### config.mk
export PLATFORM = sky130hd
export DESIGN_NAME = iir_filter_5taps
export DESIGN_NICKNAME = d
export VERILOG_FILES = /design/src/rtl/iir_filter_pkg.sv /design/src/rtl/iir_mac_tap.sv /design/src/rtl/iir_filter_5taps.sv
export SDC_FILE = /design/constraint.sdc
export NUM_CORES = 1
export LEC_CHECK = 0
export ABC_CLOCK_PERIOD_IN_PS = 4100
export CAP_MARGIN = 40
export CELL_PAD_IN_SITES_DETAIL_PLACEMENT = 2
export CELL_PAD_IN_SITES_GLOBAL_PLACEMENT = 2
export CORE_MARGIN = 5
export CORE_UTILIZATION = 32
export CTS_CLUSTER_SIZE = 8
export DETAILED_ROUTE_END_ITERATION = 6
export GPL_TIMING_DRIVEN = 0
export PLACE_DENSITY_LB_ADDON = 0.1
export SLEW_MARGIN = 20
export SYNTH_ARGS = -nofsm -noshare
export SYNTH_HDL_FRONTEND = slang
export SYNTH_SLANG_ARGS = --single-unit
export TNS_END_PERCENT = 1
### constraint.sdc
create_clock -name clk -period 4.1 [get_ports clk]
set_input_delay 1.025 -clock clk [delete_from_list [all_inputs] [get_ports clk]]
set_output_delay 1.025 -clock clk [all_outputs]
set_load 0.02 [all_outputs]
### src/rtl/iir_filter_pkg.sv
// Shared widths, derivations and helpers for the iir_filter_5taps slice.
//
// Contents:
//   IIR_DATA_BIT_NUM / IIR_COEF_W / IIR_COEF_FRAC - default sample/coefficient formats
//   acc_width()   - accumulator width with guard bits for nine summed products
//   round_const() - half-LSB constant added before the fractional shift
//   narrow()      - reduce a scaled result to the sample width
//
// Build option: IIR_FILTER_SAT_EN selects saturation in narrow(); otherwise the
// result wraps (two's-complement truncation).
package iir_filter_pkg;

    localparam int unsigned IIR_DATA_BIT_NUM = 16;
    localparam int unsigned IIR_COEF_W       = 16;
    localparam int unsigned IIR_COEF_FRAC    = 14;
    // Nine products need ceil(log2(9)) = 4 extra bits to never overflow.
    localparam int unsigned IIR_GUARD_BITS   = 4;

    function automatic int unsigned acc_width(input int unsigned data_w,
                                              input int unsigned coef_w);
        return data_w + coef_w + IIR_GUARD_BITS;
    endfunction

    localparam int unsigned IIR_ACC_W = acc_width(IIR_DATA_BIT_NUM, IIR_COEF_W);

    function automatic logic signed [63:0] round_const(input int unsigned frac);
        return 64'sd1 <<< (frac - 1);
    endfunction

    // Works on a 64-bit carrier so one function serves any sample width < 64.
    function automatic logic signed [63:0] narrow(input logic signed [63:0] r,
                                                  input int unsigned w);
`ifdef IIR_FILTER_SAT_EN
        logic signed [63:0] hi;
        logic signed [63:0] lo;
        hi = (64'sd1 <<< (w - 1)) - 64'sd1;
        lo = -(64'sd1 <<< (w - 1));
        if (r > hi) begin
            return hi;
        end
        if (r < lo) begin
            return lo;
        end
        return r;
`else
        // Keep the low w bits and sign-extend them back over the carrier.
        return (r <<< (64 - w)) >>> (64 - w);
`endif
    endfunction

endpackage

### src/rtl/iir_mac_tap.sv
// One filter tap: signed sample times a fixed signed coefficient, sign-extended
// to the accumulator width so the top level can sum taps without overflow.
//
// Ports:
//   sample - signed DATA_BIT_NUM-bit tap input
//   prod   - signed ACC_W-bit product
module iir_mac_tap import iir_filter_pkg::*; #(
    parameter int unsigned DATA_BIT_NUM = IIR_DATA_BIT_NUM,
    parameter int unsigned COEF_W       = IIR_COEF_W,
    parameter int unsigned ACC_W        = IIR_ACC_W,
    parameter int          COEF         = 0
) (
    input  logic signed [DATA_BIT_NUM-1:0] sample,
    output logic signed [ACC_W-1:0]        prod
);

    localparam int unsigned PROD_W = DATA_BIT_NUM + COEF_W;
    localparam logic signed [COEF_W-1:0] COEF_Q = COEF_W'(COEF);

    logic signed [PROD_W-1:0] sample_x;
    logic signed [PROD_W-1:0] coef_x;
    logic signed [PROD_W-1:0] full;

    // Extend both operands to the full product width so the multiply is exact.
    assign sample_x = {{COEF_W{sample[DATA_BIT_NUM-1]}}, sample};
    assign coef_x   = {{DATA_BIT_NUM{COEF_Q[COEF_W-1]}}, COEF_Q};
    assign full     = sample_x * coef_x;
    assign prod     = {{(ACC_W - PROD_W){full[PROD_W-1]}}, full};

endmodule

### src/rtl/iir_filter_5taps.sv
// 4th-order Direct Form I IIR section: five feed-forward taps (B0..B4) on the
// input history and four feedback taps (A1..A4) on the stored output history.
// One sample in and one registered sample out per clock, no enable.
//
//   y[n] = narrow(round(B0*x[n] + B1*x1 + .. + B4*x4 - A1*y1 - .. - A4*y4))
//
// Ports:
//   clk      - rising-edge clock
//   rst      - asynchronous active-high reset, clears all history and data_out
//   data_in  - signed input sample x[n]
//   data_out - signed filtered output y[n], one cycle after x[n] is sampled
//
// Build option: define IIR_FILTER_SAT_EN to saturate the result to the sample
// range; by default it wraps.
module iir_filter_5taps import iir_filter_pkg::*; #(
    parameter int unsigned DATA_BIT_NUM = IIR_DATA_BIT_NUM,
    parameter int unsigned COEF_W       = IIR_COEF_W,
    parameter int unsigned COEF_FRAC    = IIR_COEF_FRAC,
    parameter int unsigned ACC_W        = acc_width(DATA_BIT_NUM, COEF_W),
    parameter int          B0           = 8192,
    parameter int          B1           = 0,
    parameter int          B2           = 0,
    parameter int          B3           = 0,
    parameter int          B4           = 0,
    parameter int          A1           = -8192,
    parameter int          A2           = 0,
    parameter int          A3           = 0,
    parameter int          A4           = 0
) (
    input  logic                           clk,
    input  logic                           rst,
    input  logic signed [DATA_BIT_NUM-1:0] data_in,
    output logic signed [DATA_BIT_NUM-1:0] data_out
);

    localparam int B_COEF [0:4] = '{B0, B1, B2, B3, B4};
    localparam int A_COEF [1:4] = '{A1, A2, A3, A4};
    localparam logic signed [ACC_W-1:0] RND = ACC_W'(round_const(COEF_FRAC));

    logic signed [DATA_BIT_NUM-1:0] x_q [1:4];
    logic signed [DATA_BIT_NUM-1:0] y_q [1:4];
    logic signed [DATA_BIT_NUM-1:0] x_tap [0:4];
    logic signed [ACC_W-1:0]        b_prod [0:4];
    logic signed [ACC_W-1:0]        a_prod [1:4];

    logic signed [ACC_W-1:0]        acc;
    logic signed [ACC_W-1:0]        scaled;
    logic signed [63:0]             r64;
    logic signed [63:0]             narrow64;
    logic signed [DATA_BIT_NUM-1:0] y_d;
    logic                           unused_narrow_hi;

    assign x_tap[0] = data_in;
    for (genvar i = 1; i <= 4; i++) begin : g_xtap
        assign x_tap[i] = x_q[i];
    end

    for (genvar i = 0; i <= 4; i++) begin : g_b
        iir_mac_tap #(
            .DATA_BIT_NUM (DATA_BIT_NUM),
            .COEF_W       (COEF_W),
            .ACC_W        (ACC_W),
            .COEF         (B_COEF[i])
        ) u_tap (
            .sample (x_tap[i]),
            .prod   (b_prod[i])
        );
    end

    for (genvar i = 1; i <= 4; i++) begin : g_a
        iir_mac_tap #(
            .DATA_BIT_NUM (DATA_BIT_NUM),
            .COEF_W       (COEF_W),
            .ACC_W        (ACC_W),
            .COEF         (A_COEF[i])
        ) u_tap (
            .sample (y_q[i]),
            .prod   (a_prod[i])
        );
    end

    always_comb begin
        acc = '0;
        for (int i = 0; i <= 4; i++) begin
            acc = acc + b_prod[i];
        end
        // Feedback taps are subtracted, so a negative A gives positive feedback.
        for (int i = 1; i <= 4; i++) begin
            acc = acc - a_prod[i];
        end
    end

    // Adding half an LSB then shifting arithmetically rounds ties toward +inf.
    assign scaled   = (acc + RND) >>> COEF_FRAC;
    assign r64      = {{(64 - ACC_W){scaled[ACC_W-1]}}, scaled};
    assign narrow64 = narrow(r64, DATA_BIT_NUM);
    assign y_d      = narrow64[DATA_BIT_NUM-1:0];

    // After narrowing, the upper carrier bits are only sign copies.
    assign unused_narrow_hi = ^narrow64[63:DATA_BIT_NUM];

    always_ff @(posedge clk or posedge rst) begin
        if (rst) begin
            for (int i = 1; i <= 4; i++) begin
                x_q[i] <= '0;
                y_q[i] <= '0;
            end
        end else begin
            x_q[4] <= x_q[3];
            x_q[3] <= x_q[2];
            x_q[2] <= x_q[1];
            x_q[1] <= data_in;
            y_q[4] <= y_q[3];
            y_q[3] <= y_q[2];
            y_q[2] <= y_q[1];
            y_q[1] <= y_d;
        end
    end

    // y1 is exactly the registered output, so it drives data_out directly.
    assign data_out = y_q[1];

endmodule

Word level (Yosys, flattened, before mapping)

Index checks and enable logic that the tools add are counted.
Widths: inputs -> output; s select.

Add/subtract/negate cells: 3

Operators with widths:

| kind                   | number |
|---|---|
| $add 30x15->30 const B | 1 |
| $sub 29x30->30         | 1 |
| $neg 16->17            | 1 |

Flip-flop bits (word level): 16
Output and inout bits: 16
Logic and storage cells: 4
Input bits: 18

Longest topological paths before layout

Gate-level depths: netlist (run 1).

Word-level depth: 3
Depth in mapped cells: 15
Depth with buffers taken out: 14

Modules after synthesis

From an unflattened synthesis (run 1), not the netlist that was laid out.

Cells, all modules: 1,074
Area, all modules: 12,152.9 um^2

By module, submodules not included:

| module                         | instances | area an instance (um^2) | seq. area each (um^2) | cells each |
|---|---|---|---|---|
| iir_filter_5taps               | 1         | 9,480.3                 | 3,203.1               | 716 |
| iir_mac_tap (g_a[2].u_tap ...) | 8         | 274.0                   | 0.0                   | 37 |
| iir_mac_tap (g_a[1].u_tap)     | 1         | 480.5                   | 0.0                   | 62 |

Least setup slack after synthesis (run 1)

No wires, ideal clock.

Path kind: reg-to-reg
Start point: reg y_q, in the netlist data_out[0]
End point: reg y_q, in the netlist data_out[13]
Stages on the path, launching flop included: 14
Slack: 649 ps
Arrival: 3,371 ps
Required time: 4,020 ps
Path buffers: 0
Period minus slack after synthesis: 3,451 ps
Setup time: 80 ps
Cell sequence: dfrtp_1 > inv_1 > ha_1 > or3b_2 > nor3_2 > nand2_1 > xnor2_1 > ha_1 > ha_1 > and2_1 > a32o_1 > a21o_1 > o41ai_1 > xnor2_1

Cells in the longest elaborated chain, start to end: 3

Ends and longest elaborated chain:

| what                              | RTL line               | RTL |
|---|---|---|
| start: declaration                | iir_filter_5taps.sv:41 | `logic signed [DATA_BIT_NUM-1:0] y_q [1:4];` |
| $neg 16->17 (not written as such) | iir_mac_tap.sv:27      | `assign full = sample_x * coef_x;` |
| $sub 29x30->30                    | iir_filter_5taps.sv:89 | `acc = acc - a_prod[i];` |
| $add 30x15->30                    | iir_filter_5taps.sv:94 | `assign scaled = (acc + RND) >>> COEF_FRAC;` |
| net narrow64[13]                  | iir_filter_5taps.sv:49 | `logic signed [63:0] narrow64;` |

The timed path passes the listed nets, and every way through them passes these cells.

Worst setup path after layout (run 1)

Start point: reg y_q, in the netlist data_out[0]
End point: reg y_q, in the netlist data_out[15]

Same word-level chain as after synthesis.

==> results of run 1 <==
final cells by class:
| class | instances | area (µm²) |
|---|---|---|
| Multi-Input combinational cell | 162 | 1310 |
| Clock buffer | 4 | 55.1 |
| Buffer | 1 | 3.75 |
| Timing Repair Buffer | 33 | 330 |
| Inverter | 10 | 37.5 |
| Sequential cell | 16 | 400 |
| Fill cell | 586 | 2980 |
| Tap cell | 70 | 87.6 |
kinds of logic (layout without fill, tap and decap cells):
logic type      count (synthesis)  count (layout)
flops                          16              16
simple gates                   51              51
compound gates                 50              50
buf+inv                        11              48
fa+ha+maj                      34              34
xor+xnor                       27              27
metal layers:
| metal | wire length, µm | vias up |
|---|---|---|
| li1 | - | 759 |
| met1 | 2510 | 754 |
| met2 | 2490 | 16 |
| met3 | 102 | 2 |
| met4 | 20 | 0 |
| met5 | 0 | - |
worst min-delay path by stage:
stage / start / depth (start not counted) / slack, ns / endpoint
after floorplan: data_out[15]$_DFF_PP0_ / 3 / 0.81 / data_out[15]$_DFF_PP0_
after global placement: data_out[15]$_DFF_PP0_ / 3 / 0.71 / data_out[15]$_DFF_PP0_
after detailed placement: data_out[15]$_DFF_PP0_ / 3 / 0.74 / data_out[15]$_DFF_PP0_
after CTS: data_out[15]$_DFF_PP0_ / 3 / 0.75 / data_out[15]$_DFF_PP0_
after global routing: data_out[15]$_DFF_PP0_ / 3 / 0.79 / data_out[15]$_DFF_PP0_
final: data_out[15]$_DFF_PP0_ / 3 / 0.74 / data_out[15]$_DFF_PP0_
cell usage in the layout, fill, tap and decap left out, types with 3 or more instances in the layout:
cell type	Yosys	routed
ha_1	33	33
clkdlybuf4s50_1	0	33
dfrtp_1	16	16
xnor2_1	15	15
nand2_1	12	12
xor2_1	12	12
a21oi_1	13	12
nor2_1	11	11
inv_1	10	10
o21ai_0	10	9
a21o_1	6	6
nand2b_1	5	5
and3_1	4	4
clkbuf_8	0	4
o21a_1	3	3
nor2b_1	3	3
power by group through the flow:
stage | Sequential, mW | Combinational, mW | Clock, mW
after floorplan | 0.463 | 1.13 | 0
after global placement | 0.374 | 1.67 | 0
after detailed placement | 0.392 | 1.73 | 0
after CTS | 0.389 | 1.75 | 0.152
after global routing | 0.407 | 1.95 | 0.158
final | 0.389 | 1.73 | 0.149
metrics by stage:
step | setup WS, ns | total power, mW | cell area, µm² | util, % | std cells
after floorplan | 0.649 | 1.59 | 1740 | - | 189
after global placement | 0.259 | 2.04 | 2160 | 41.4 | 292
after detailed placement | 0.102 | 2.12 | 2160 | 41.4 | 292
after CTS | 0.0593 | 2.29 | 2210 | 42.5 | 296
after global routing | 0.0101 | 2.51 | 2220 | 42.7 | 296
final | 0.319 | 2.27 | 2220 | 42.7 | 296
critical path, stage by stage, from the launching register on:
cell      delay (ns)
dfrtp_1         0.44
inv_1           0.09
ha_1            0.18
or3b_2          0.52
nor3_4          0.27
nand2_1         0.14
nor2_1          0.13
xor2_1          0.18
ha_1            0.26
ha_1            0.29
clkbuf_1        0.21
and3_1          0.20
a221oi_1        0.32
a22oi_1         0.14
a21oi_2         0.19
xnor2_1         0.14
timing repair:
action | CTS | global route
hold endpoints to repair | 0 | 0
setup endpoints to repair | 0 | 3
gates resized for setup | 0 | 3
==> impl_metrics.tcl, run 1 <==
set metrics [dict create \
    outcome "complete, no violations" \
    min_period_ns 3.78 \
    die_w_um 83.7 \
    grt_max_degree 17 \
    timing.final.crit_share_pct 92.2 \
    p_per_area_nw_per_um2 1020 \
    synth_commonest_cells "ha_1, dfrtp_1, xnor2_1" \
    hold_violations 0 \
    async_reset_ff_share_pct 100 \
    wire_per_inst_um 17.3 \
    grt_usage_pct 14.9 \
    rrSetupSlack_ns 0.32 \
    skew_ns 0.00358 \
    seqPwrFrac_pct 17.2 \
    die-area_um2 7010 \
    clk_path_buf_depth 2 \
    max_freq_mhz 265 \
    synth_ff_type "dfrtp_1" \
    drc_errors 0 \
    synth_edf_count 0 \
    fp.dieH_um 83.7 \
    cp-start-kind "flip-flop" \
    pin_count 34 \
    ys.warnings.count 0 \
    hold_path_class "reg -> reg" \
    crit_path_end "data_out[15]$_DFF_PP0_" \
    synth_fp_nets 241 \
    leakagePower_nw 1.02 \
    total_switching_power_mw 1.13 \
    critPathMaxFanout 9 \
    setup_viol 0 \
    clkLatencyLatePin_ns 0.25 \
    rsz0062_at_grt "false" \
    synth-xor-area-share_pct 13.6 \
    combPwrFrac_pct 76.2 \
    synthDistinctLibCells 40 \
    intPower_mw 1.13 \
    synthAdderAreaFrac_pct 24.9 \
    yosys.area.top_type_share_pct 23.7 \
    rr_endpoint "data_out[15]$_DFF_PP0_" \
    ys_ff_latch 16 \
    routed_wl_um 5130 \
    clock_sinks 16 \
    required_ns 4.28 \
    antenna_cells 0 \
    yosys.cell_count.top_type "ha_1" \
    drive_above_1_share_pct 5.31 \
    slew_headroom_pct 52.4 \
    maxCapViolCount 0 \
    gr-usage-met2_pct 24.9 \
    worstSetupEndpointType "flip-flop" \
    gr-max-usage-layer "met2" \
    antenna_found_initial 0 \
    gp_congestion 0.888 \
    cts-hold-fix-buffers 0 \
    drt_iter0_drc 36 \
    crit_arrival_ns 3.96 \
    pwr-share-clk_pct 6.6 \
    grt_pass1_wl_um 8690 \
    crit_start "data_out[0]$_DFF_PP0_" \
    worst_pin_slew_ns 0.713 \
    overflow 0 \
    post-cts-setup-buffers 0 \
    clk_pin_slew_ns 0.08 \
    h-tree-depth 1 \
    synth_area_leaders "ha_1, dfrtp_1, xnor2_1, xor2_1, a21oi_1" \
    vias_per_cell 5.17 \
    synth-simple-area-share_pct 17.2 \
    tritoncts "built" \
    synth_top_family_by_area "adder cells" \
    area_growth_pct 27.8 \
    muxShareOfSynthArea_pct 0 \
    synth_cells 189 \
    synth.avg_cell_area_um2 9.20 \
    initial_utilization_pct 33.4 \
    irDropWorstVdd_mv 0.368 \
    core-area_um2 5200 \
    cts_buffers 3 \
    vias 1531 \
    port_buffers 33 \
    ys_seq_area_share_pct 23.0 \
    synth_compound_area_share_pct 18.9 \
    clock-root-buffer "clkbuf_8" \
    fin_setup_tns_ns 0 \
    dr.pass1.iters 4 \
    critPathKind "reg -> reg" \
    place_hpwl_um 4340 \
    largest_reg_flops 16 \
    r2r.worst_path.cells 15 \
    postRouteAntennaNets 0 \
    p_sw_share_pct 50.0 \
    worstReg2RegStart "data_out[0]$_DFF_PP0_" \
    row_count 26 \
    num-nets-final 279 \
    slew_viol_final 0 \
    grtUsageMet3_pct 1.88 \
    yosysTopAreaCell "ha_1" \
    hold_slack_ns 0.742 \
    grt_util_met1_pct 20.6 \
    grt_pass1_vias 1723 \
    syn_area_um2 1740 \
]
Note: power is estimated with default switching activity, not from simulation.
==> inputs of run 2 (changes only) <==
--- a/config.mk
+++ b/config.mk
@@ -15,6 +15,7 @@
 export DETAILED_ROUTE_END_ITERATION = 6
 export GPL_TIMING_DRIVEN = 0
 export PLACE_DENSITY_LB_ADDON = 0.1
+export SKIP_LAST_GASP = 1
 export SLEW_MARGIN = 20
 export SYNTH_ARGS = -nofsm -noshare
 export SYNTH_HDL_FRONTEND = slang
==> impl_metrics.tcl, run 2 (synthesis results as in run 1) <==
set metrics [dict create \
    outcome "complete, no violations" \
    slew_viol_final 0 \
    vias_per_cell 5.17 \
    place_hpwl_um 4340 \
    antenna_cells 0 \
    cts-hold-fix-buffers 0 \
    drive_above_1_share_pct 5.31 \
    drc_errors 0 \
    rsz0062_at_grt "true" \
    slowest_delay_ns 0.52 \
    grt_max_degree 17 \
    critPathMaxFanout 9 \
    max_freq_mhz 261 \
    leakagePower_nw 1.02 \
    core-area_um2 5200 \
    clock_sinks 16 \
    maxCapViolCount 0 \
    vias 1530 \
    place_ws_ns 0.102 \
    critPathKind "reg -> reg" \
    clock-root-buffer "clkbuf_8" \
    final_cell_mix "ha_1, clkdlybuf4s50_1, dfrtp_1" \
    cts_buffers 3 \
    cp_top_family "simple AND/OR/NAND/NOR gates" \
    path_cells "inv_1 > ha_1 > or3b_2 > nor3_4 > nand2_1 > nor2_1 > xor2_1 > ha_1 > ha_1 > clkbuf_1 > a21oi_1 > o21ai_0 > o41ai_1 > xnor2_1" \
    worst_slack_ns 0.272 \
    critPathBufInv 2 \
    crit_arrival_ns 4.00 \
    antenna_found_initial 0 \
    tritoncts "built" \
    num-nets-final 279 \
    intPower_mw 1.13 \
    grt_pass1_wl_um 8690 \
    critical_path.slowest_cell "or3b_2" \
    h-tree-depth 1 \
    skew_ns 0.00358 \
    hold_path_class "reg -> reg" \
    n_fill_cell 586 \
    die-area_um2 7010 \
    required_ns 4.28 \
    gp_congestion 0.888 \
    pwr-share-clk_pct 6.6 \
    drt_iter0_drc 35 \
    setup_viol 0 \
    worst_pin_slew_ns 0.713 \
    worstSetupEndpointType "flip-flop" \
    row_count 26 \
    total_switching_power_mw 1.13 \
    clk_pin_slew_ns 0.08 \
    grt_usage_pct 14.9 \
    overflow 0 \
    wire_per_inst_um 17.3 \
    cp-start-kind "flip-flop" \
    p_sw_share_pct 50.0 \
    dr.pass1.iters 4 \
    p_per_area_nw_per_um2 1020 \
    slew_headroom_pct 52.4 \
    postRouteAntennaNets 0 \
    die_w_um 83.7 \
    grt_pass1_vias 1723 \
    worst_path_most_repeated_cell "ha_1" \
    combPwrFrac_pct 76.2 \
    area_growth_pct 27.8 \
    seqPwrFrac_pct 17.2 \
    pin_count 34 \
    min_period_ns 3.83 \
    largest_reg_flops 16 \
    hold_violations 0 \
    post-cts-setup-buffers 0 \
    final_util_pct 42.7 \
    port_buffers 33 \
    routed_wl_um 5120 \
    clkLatencyLatePin_ns 0.25 \
    timing.final.crit_share_pct 93.4 \
    fp.dieH_um 83.7 \
    clk_path_buf_depth 2 \
    initial_utilization_pct 33.4 \
    irDropWorstVdd_mv 0.368 \
]
run 2: cell types whose count changed in the layout (fill, tap and decap cells not counted):
cell	before	now
o21ai_1	1	0
o21ai_0	9	10
run 2: worst paths after layout:
kind	cells after the start	slack [ns]	to	start
hold reg to reg	3	0.74	data_out[15]$_DFF_PP0_	data_out[15]$_DFF_PP0_
setup reg to reg	14	0.27	data_out[13]$_DFF_PP0_	data_out[0]$_DFF_PP0_
setup / recovery	14	0.27	data_out[13]$_DFF_PP0_	data_out[0]$_DFF_PP0_
hold / removal	3	0.74	data_out[15]$_DFF_PP0_	data_out[15]$_DFF_PP0_
min in group asynchronous	2	1.20	data_out[15]$_DFF_PP0_	rst
max in group asynchronous	2	2.46	data_out[9]$_DFF_PP0_	rst
run 2: worst min-delay path: cells and delay by family (launching register included):
kind | cells | cell delay (ns)
compound gates | 1 | 0.07
flops | 1 | 0.39
xor+xnor | 2 | 0.25
run 2: stage by stage:
step / hold WS (ns) / cell area (µm²) / setup TNS, ns / std cells / power [mW]
floorplan: 0.814 / 1740 / 0 / 189 / 1.59
global placement: 0.709 / 2160 / 0 / 292 / 2.04
detailed placement: 0.743 / 2160 / 0 / 292 / 2.12
CTS: 0.752 / 2210 / 0 / 296 / 2.29
global route: 0.795 / 2220 / -0.0268 / 296 / 2.51
finish: 0.742 / 2220 / 0 / 296 / 2.26
run 2: power by group through the flow:
| stage | Clock, mW | Sequential [mW] | Combinational, mW |
|---|---|---|---|
| 2_1_floorplan | 0 | 0.463 | 1.13 |
| 3_3_place_gp | 0 | 0.374 | 1.67 |
| 3_5_place_dp | 0 | 0.392 | 1.73 |
| 4_1_cts | 0.152 | 0.389 | 1.75 |
| 5_1_grt | 0.158 | 0.407 | 1.95 |
| 6_report | 0.149 | 0.389 | 1.73 |
run 2: final cells by class:
cell class | count | area (µm²) | area share, %
Inverter | 10 | 37.5 | 1.69
Multi-Input combinational cell | 162 | 1310 | 58.8
Sequential cell | 16 | 400 | 18.0
Tap cell | 70 | 87.6 | 3.94
Buffer | 1 | 3.75 | 0.169
Timing Repair Buffer | 33 | 330 | 14.9
Clock buffer | 4 | 55.1 | 2.48
run 2: routing by layer:
layer	track usage, %	up-vias	part of all wire (%)
met5	0	-	0
met4	3.07	0	0.39
met3	1.88	2	2.0
met2	24.9	16	49
met1	20.6	753	49
li1	-	759	-
run 2: repair_timing:
action	in CTS	in global routing
gates resized for setup	0	2
hold endpoints to repair	0	0
setup endpoints to repair	0	3
==> inputs of run 3 (changes only) <==
--- a/config.mk
+++ b/config.mk
@@ -7,14 +7,15 @@
 export LEC_CHECK = 0
 export ABC_CLOCK_PERIOD_IN_PS = 4100
 export CAP_MARGIN = 40
-export CELL_PAD_IN_SITES_DETAIL_PLACEMENT = 2
-export CELL_PAD_IN_SITES_GLOBAL_PLACEMENT = 2
+export CELL_PAD_IN_SITES_DETAIL_PLACEMENT = 1
+export CELL_PAD_IN_SITES_GLOBAL_PLACEMENT = 1
 export CORE_MARGIN = 5
-export CORE_UTILIZATION = 32
+export CORE_UTILIZATION = 40
 export CTS_CLUSTER_SIZE = 8
 export DETAILED_ROUTE_END_ITERATION = 6
 export GPL_TIMING_DRIVEN = 0
 export PLACE_DENSITY_LB_ADDON = 0.1
+export SETUP_SLACK_MARGIN = 0.05
 export SKIP_LAST_GASP = 1
 export SLEW_MARGIN = 20
 export SYNTH_ARGS = -nofsm -noshare
==> impl_metrics.tcl, run 3 (synthesis results as in run 1) <==
set metrics [dict create \
    cts_buffers 3 \
    hold_violations 0 \
    row_count 24 \
    initial_utilization_pct 40.5 \
    slew_headroom_pct 55.0 \
    required_ns 4.28 \
    rr_endpoint "data_out[13]$_DFF_PP0_" \
    instances_no_fill 278 \
    worstSetupEndpointType "flip-flop" \
    overflow 0 \
    critical_path.slowest_cell "or3b_2" \
    skew_ns 0.00180 \
    rrSetupSlack_ns 0.30 \
    pin_count 34 \
    irDropWorstVdd_mv 0.426 \
    clock-root-buffer "clkbuf_8" \
    outcome "complete, no violations" \
    area_growth_pct 26.3 \
    gr-max-usage-layer "met2" \
    intPower_mw 1.13 \
    seqPwrFrac_pct 17.1 \
    critPathMaxFanout 9 \
    vias_per_cell 5.56 \
    vias 1546 \
    antenna_found_initial 0 \
    slew_viol_final 0 \
    combPwrFrac_pct 76.2 \
    num-nets-final 279 \
    r2r.worst_path.cells 15 \
    final_cell_mix "ha_1, clkdlybuf4s50_1, dfrtp_1" \
    p_sw_share_pct 49.5 \
    gr-usage-met2_pct 28.9 \
    worstReg2RegStart "data_out[0]$_DFF_PP0_" \
    path_cells "inv_1 > ha_1 > or3b_2 > nor3_4 > nand2_1 > nor2_1 > xor2_1 > ha_1 > ha_1 > clkbuf_1 > a21oi_1 > o21ai_0 > o31a_1 > o41ai_1 > xnor2_1" \
    post-cts-setup-buffers 0 \
    core-area_um2 4290 \
    place_ws_ns 0.217 \
    cp-start-kind "flip-flop" \
    grtUsageMet3_pct 2.61 \
    pwr-share-clk_pct 6.7 \
    postRouteAntennaNets 0 \
    crit_path_end "data_out[13]$_DFF_PP0_" \
    clk_pin_slew_ns 0.07 \
    total_power_mw 2.24 \
    critPathKind "reg -> reg" \
    clk_path_buf_depth 2 \
    crit_start "data_out[0]$_DFF_PP0_" \
    gp_congestion 0.897 \
    largest_reg_flops 16 \
    cts_resized 0 \
    setup_viol 0 \
    grt_max_degree 17 \
    worst_pin_slew_ns 0.674 \
    drt_iter0_drc 64 \
    cts-hold-fix-buffers 0 \
    port_buffers 33 \
    drc_errors 0 \
    h-tree-depth 1 \
    hold_path_class "reg -> reg" \
    dr.pass1.iters 4 \
    worst_path_most_repeated_cell "ha_1" \
    grt_pass1_wl_um 8020 \
    fp.dieH_um 75.9 \
    place_inst 274 \
    crit_arrival_ns 3.98 \
    place_hpwl_um 3970 \
    die-area_um2 5770 \
    leakagePower_nw 1.02 \
    final_util_pct 51.1 \
    tritoncts "built" \
    stdcell_area_um2 2200 \
    clock_sinks 16 \
    drive_above_1_share_pct 4.87 \
    max_freq_mhz 263 \
    slowest_delay_ns 0.52 \
    fin_setup_tns_ns 0 \
    clkLatencyLatePin_ns 0.26 \
    rsz0062_at_grt "false" \
    postPlaceCellArea_um2 2130 \
    antenna_cells 0 \
    grt_usage_pct 16.7 \
    grt_util_met1_pct 20.9 \
    wire_per_inst_um 16.9 \
    die_w_um 75.9 \
    total_switching_power_mw 1.11 \
    p_per_area_nw_per_um2 1020 \
    hold_slack_ns 0.724 \
    grt_pass1_vias 1709 \
    worst_slack_ns 0.305 \
    min_period_ns 3.80 \
    timing.final.crit_share_pct 92.6 \
    routed_wl_um 4690 \
    maxCapViolCount 0 \
]
==> run 3: cell counts in the layout (fill, tap and decap cells not counted) <==
No cell type changed its count.
==> run 3: worst min path at each step <==
stage / start / to / slack [ns] / depth (start not counted)
6_report: data_out[15]$_DFF_PP0_ / data_out[15]$_DFF_PP0_ / 0.72 / 3
5_1_grt: data_out[15]$_DFF_PP0_ / data_out[15]$_DFF_PP0_ / 0.81 / 3
4_1_cts: data_out[15]$_DFF_PP0_ / data_out[15]$_DFF_PP0_ / 0.74 / 3
3_5_place_dp: data_out[15]$_DFF_PP0_ / data_out[15]$_DFF_PP0_ / 0.73 / 3
3_3_place_gp: data_out[15]$_DFF_PP0_ / data_out[15]$_DFF_PP0_ / 0.71 / 3
2_1_floorplan: data_out[15]$_DFF_PP0_ / data_out[15]$_DFF_PP0_ / 0.81 / 3
==> run 3: layer usage <==
| layer | routed length (µm) | up-vias |
|---|---|---|
| met5 | 0 | - |
| met4 | 78 | 0 |
| met3 | 153 | 7 |
| met2 | 2290 | 23 |
| met1 | 2170 | 757 |
| li1 | - | 759 |
==> run 3: layout make-up <==
| class | count | area [µm²] |
|---|---|---|
| fillers | 508 | 2100 |
| multi-input cells | 162 | 1300 |
| inverters | 10 | 37.5 |
| flip-flops and latches | 16 | 400 |
| clock buffers | 4 | 55.1 |
| well taps | 52 | 65.1 |
| repair buffers | 33 | 330 |
| plain buffers | 1 | 3.75 |
==> run 3: worst max-delay path, delay by kind of cell (launching register included) <==
kind | cells | cell delay, ns
flip-flops | 1 | 0.44
XOR/XNOR | 2 | 0.34
AO/OA/AOI/OAI | 4 | 0.85
adder cells (fa/ha/maj) | 3 | 0.74
buffers and inverters | 2 | 0.28
AND/OR/NAND/NOR | 4 | 1.05
==> run 3: power groups by stage <==
stage	Combinational [mW]	Clock, mW	Sequential, mW
3_3_place_gp	1.64	0	0.372
4_1_cts	1.72	0.154	0.381
3_5_place_dp	1.72	0	0.384
5_1_grt	1.90	0.160	0.402
6_report	1.71	0.150	0.384
2_1_floorplan	1.13	0	0.463
